File: config.mk
export PLATFORM = sky130hd
export DESIGN_NAME = mult_accumulator
export DESIGN_NICKNAME = d
export VERILOG_FILES = /design/src/rtl/mult_accumulator.sv
export SDC_FILE = /design/constraint.sdc
export NUM_CORES = 1
export LEC_CHECK = 0
export CORE_ASPECT_RATIO = 1.4
export CORE_UTILIZATION = 50
export CTS_CLUSTER_SIZE = 40
export DETAILED_ROUTE_END_ITERATION = 6
export GPL_ROUTABILITY_DRIVEN = 0
export PLACE_DENSITY = 0.8
export SLEW_MARGIN = 20
export SYNTH_ARGS = -nofsm -noshare
export SYNTH_HDL_FRONTEND = slang
export SYNTH_SLANG_ARGS = --single-unit
File: constraint.sdc
create_clock -name clk -period 3.1 [get_ports clk]
set_clock_uncertainty 0.2 [all_clocks]
set_input_delay 0.62 -clock clk [delete_from_list [all_inputs] [get_ports clk]]
set_output_delay 0.62 -clock clk [all_outputs]
set_load 0.02 [all_outputs]
File: src/rtl/mult_accumulator.sv
// mult_accumulator: sums a programmed number of unsigned products from the
//   upstream multiplier into a wide accumulator, then presents the sum.
// Latency: len+1 cycles from an accepted start to acc_valid when products
//   stream back to back. len=0 gives a zero result one cycle after start.
// Backpressure: prod_ready is high only while accumulating. The result is
//   held in DONE until acc_ready. Both handshake outputs are decoded from the
//   state register only, so no input feeds them combinationally.
//
// Ports:
//   clk, rst            single clock, asynchronous active-high reset
//   start, len          job start pulse and product count (sampled in IDLE)
//   prod_valid, prod    product stream in; prod_ready out
//   acc_out, ovf        accumulated sum (mod 2^ACC_W) and sticky carry flag
//   acc_valid           result valid out; acc_ready in
//   busy                high whenever a job is in progress or pending
//
// ACC_W must be >= PROD_W.

module mult_accumulator #(
  parameter int PROD_W = 8,
  parameter int ACC_W  = 12,
  parameter int CNT_W  = 4
) (
  input  logic              clk,
  input  logic              rst,
  input  logic              start,
  input  logic [CNT_W-1:0]  len,
  input  logic              prod_valid,
  input  logic [PROD_W-1:0] prod,
  output logic              prod_ready,
  output logic [ACC_W-1:0]  acc_out,
  output logic              acc_valid,
  input  logic              acc_ready,
  output logic              ovf,
  output logic              busy
);

  typedef enum logic [1:0] {
    IDLE  = 2'd0,
    ACCUM = 2'd1,
    DONE  = 2'd2
  } state_t;

  state_t state;
  state_t state_nxt;

  logic [ACC_W-1:0] acc;
  logic [CNT_W-1:0] remaining;
  logic             ovf_q;

  logic             start_take;
  logic             prod_take;
  logic             last_prod;
  logic [ACC_W:0]   sum;

  // Handshake qualifiers. prod_ready is a pure state decode, so the
  // product handshake only needs the state and prod_valid.
  assign start_take = (state == IDLE) && start;
  assign prod_take  = (state == ACCUM) && prod_valid;
  assign last_prod  = (remaining == CNT_W'(1));

  // One extra bit captures the carry out of the accumulator MSB.
  assign sum = {1'b0, acc} + {{(ACC_W + 1 - PROD_W){1'b0}}, prod};

  // State register
  always_ff @(posedge clk or posedge rst) begin
    if (rst) begin
      state <= IDLE;
    end else begin
      state <= state_nxt;
    end
  end

  // Next-state logic
  always_comb begin
    state_nxt = state;
    case (state)
      IDLE: begin
        if (start) begin
          // A zero-length job skips straight to presenting a zero result.
          state_nxt = (len == '0) ? DONE : ACCUM;
        end
      end
      ACCUM: begin
        if (prod_valid && last_prod) begin
          state_nxt = DONE;
        end
      end
      DONE: begin
        // start in this cycle is deliberately not looked at; the job
        // must be reissued once IDLE is reached.
        if (acc_ready) begin
          state_nxt = IDLE;
        end
      end
      default: begin
        state_nxt = IDLE;
      end
    endcase
  end

  // Datapath: accumulator, remaining count and sticky overflow.
  // Values are left untouched on the DONE->IDLE transition so the last
  // result stays visible until the next job is started.
  always_ff @(posedge clk or posedge rst) begin
    if (rst) begin
      acc       <= '0;
      remaining <= '0;
      ovf_q     <= 1'b0;
    end else if (start_take) begin
      acc       <= '0;
      remaining <= len;
      ovf_q     <= 1'b0;
    end else if (prod_take) begin
      acc       <= sum[ACC_W-1:0];
      remaining <= remaining - CNT_W'(1);
      ovf_q     <= ovf_q | sum[ACC_W];
    end
  end

  // Outputs: registers or state decodes only.
  assign prod_ready = (state == ACCUM);
  assign acc_valid  = (state == DONE);
  assign busy       = (state != IDLE);
  assign acc_out    = acc;
  assign ovf        = ovf_q;

endmodule
==> flow_summary.yaml <==
cts:
  cts_tree: "done"
  cts.sinks: 19
  cts_max_path_buffers: 2
  post_cts_buffers: 0
  cts-root-buf: "clkbuf_4"
  ctsResizeCount: 0
  hold_buffers: 0
  h-tree-depth: 1
  numCtsBuffers: 3
  cts.clk_slew.worst_paths_ns: 0.12
  clkLatencyLatePin_ns: 0.31
sta:
  fmax_mhz: 376
  whs_ns: 0.324
  tightest_slew_ns: 0.756
  hold_viol: 0
  slew_violations: 0
  finalSetupTns_ns: 0
  rsz0062_at_grt: "no"
  post-route-period-util_pct: 85.9
  finalSetupViolations: 0
  relSlewSlack_pct: 49.6
  min_period_ns: 2.66
power:
  p_sw_uw: 642
  power_switching_share_pct: 44.8
  pwr-share-seq_pct: 30.1
  p_leak_uw: 0.000715
  power_density_nw_per_um2: 875
  vdd_drop_max_uv: 514
  p_comb_share_pct: 60.6
  power.internal_uw: 791
  power.share.clock_pct: 9.3
floorplanning:
  start_util_pct: 52.6
  ios: 33
  die_h_um: 61.4
  core_um2: 2390
  rows: 21
  die_x_um: 44.4
  dieArea_um2: 2720
setup_path:
  required_ns: 3.16
  critical_path.endpoint_type: "flip-flop"
  worstReg2RegEnd: "ovf"
  worstPathMaxFanout: 5
  reg2reg_from: "acc_out[0]"
  rr_worst_depth: 8
  critPathKind: "in2reg"
  start_kind: "input port"
  r2r_setup_slack_ns: 0.80
  worstPathArrival_ns: 2.72
grt:
  grt_max_degree: 20
  grt_pass1_wl_um: 4860
  grt_usage_pct: 24.5
  grt.overflow.total: 0
  grt_pass1_vias: 1150
  antenna_found_initial: 0
worst_hold_path:
  holdCritStartpoint: "remaining[3]"
  hp-class: "reg2reg"
  min_to: "remaining[3]"
  hold-path-cell-count: 1
synth:
  synth_top_area_share_pct: 37.8
  ys_types: 41
  synth.largest_area_cell: "dfrtp_1"
  ys_seq_area_share_pct: 37.8
  ys_warn_count: 0
  ys.flop_type: "dfrtp_1"
  synth_edf_count: 0
  syn_nets: 168
  syn_inst: 140
  avgSynthCellArea_um2: 8.99
  synth.ff_latch_count: 19
  synthTopCellsByArea: "dfrtp_1 (38%), ha_1 (9.9%), nand2_1 (4.8%)"
  synth_area_um2: 1260
  synthArstFlopShare_pct: 100
finish:
  insertedDiodeCount: 0
  drive_above_1_share_pct: 5.78
  stdcell_count: 207
  syn2layout_area_growth_pct: 30.2
  finalNetCount: 202
placement:
  hpwlAfterDp_um: 2170
  io_buffers: 32
  post-place-cells: 203
drt:
  met3WireLength_um: 138
  wl_per_cell_um: 13.8
  drtAntennaViolNets: 0
  drcViolationCount: 0
  wl_met1_um: 1140
  drtIter0Drc: 33
  top_layer: "met4"
  met2_length_um: 1540
  drt-total-wl_um: 2870
  num_vias: 1171
  firstDrtPassIters: 4
  vias_per_cell: 5.66
flow_run:
  drv_cap: 0
status:
  status: "complete, no violations"
cells in the mapped netlist (2+ instances only):
library cell	instances
o21ai_1	7
nor2b_1	5
o21ai_0	6
a21oi_1	6
o211ai_1	5
inv_1	10
xor2_1	3
nor2_1	12
xnor2_1	3
nand2_1	16
ha_1	10
dfrtp_1	19
a221o_1	2
clkbuf_1	2
and2_1	2
buf_2	2
a21o_1	2
o31ai_1	2
nand2b_1	4
worst max-delay path by stage:
stage | slack, ns | from | cells after the start | endpoint
finish | 0.44 | prod[0] | 9 | ovf
global placement | 0.24 | prod[0] | 9 | acc_out[10]
detailed placement | 0.15 | prod[0] | 9 | ovf
floorplan | 0.82 | prod[0] | 8 | acc_out[10]
global route | 0.37 | prod[0] | 9 | ovf
CTS | 0.45 | prod[0] | 9 | ovf
cell families (layout without fill, tap and decap cells):
kind of cell               Yosys count  count (layout)  share of synthesized area, %
AOI/OAI and AO/OA                   42              42                          23.1
xor gates and xnor gates             6               6                          4.18
adders and majority gates           11              11                          11.5
buffers and inverters               14              47                          4.37
DFF                                 19              19                          37.8
and+or+nand+nor                     48              48                          19.1
state kept, by name (all words and copies together), names as in the netlist:
name,cells
acc_out,12
ovf,1
remaining,4
state,2
through the flow:
step / power, uW / setup WS (ns) / utilization, % / instance area (um^2)
3_3_place_gp: 1280 / 0.243 / 67.4 / 1610
2_1_floorplan: 1010 / 0.822 / - / 1260
3_5_place_dp: 1300 / 0.153 / 67.4 / 1610
6_report: 1430 / 0.438 / 68.6 / 1640
4_1_cts: 1440 / 0.450 / 68.6 / 1640
5_1_grt: 1560 / 0.367 / 68.6 / 1640
critical path, stage by stage:
cell and delay [ns]:
clkdlybuf4s50_1 0.46, ha_1 0.20, inv_1 0.07, fa_1 0.39, nand2b_1 0.20, a21oi_1 0.20
o21ai_1 0.18, nor3b_1 0.25, o21a_1 0.14
power by group through the flow:
| stage | Clock (uW) | Combinational (uW) | Sequential (uW) |
|---|---|---|---|
| finish | 134 | 868 | 432 |
| global route | 144 | 974 | 445 |
| CTS | 135 | 873 | 431 |
| detailed placement | 0 | 864 | 436 |
| global placement | 0 | 848 | 431 |
| floorplan | 0 | 528 | 486 |
placed cells by master (no fill, tap or decap), types with 6 or more instances in the layout:
cell | netlist | layout
inv_1 | 10 | 10
ha_1 | 10 | 10
o21ai_0 | 6 | 6
dfrtp_1 | 19 | 19
nand2_1 | 16 | 16
clkdlybuf4s50_1 | 0 | 32
a21oi_1 | 6 | 6
nor2_1 | 12 | 12
o21ai_1 | 7 | 7
final cells by class:
cell class / instances / area [um^2]
clock inverter: 1 / 5.00
multi-input combinational: 107 / 728
clock buffer: 3 / 22.5
inverter: 10 / 37.5
tap: 34 / 42.5
sequential: 19 / 475
fill: 204 / 752
timing repair buffer: 33 / 328
layer usage:
| layer | up-vias | GRT usage [%] |
|---|---|---|
| met5 | - | 0 |
| met4 | 0 | 9.52 |
| met3 | 6 | 4.40 |
| met2 | 35 | 46.2 |
| met1 | 566 | 26.6 |
| li1 | 564 | - |
No activity file was read; power rests on OpenSTA's default activity.
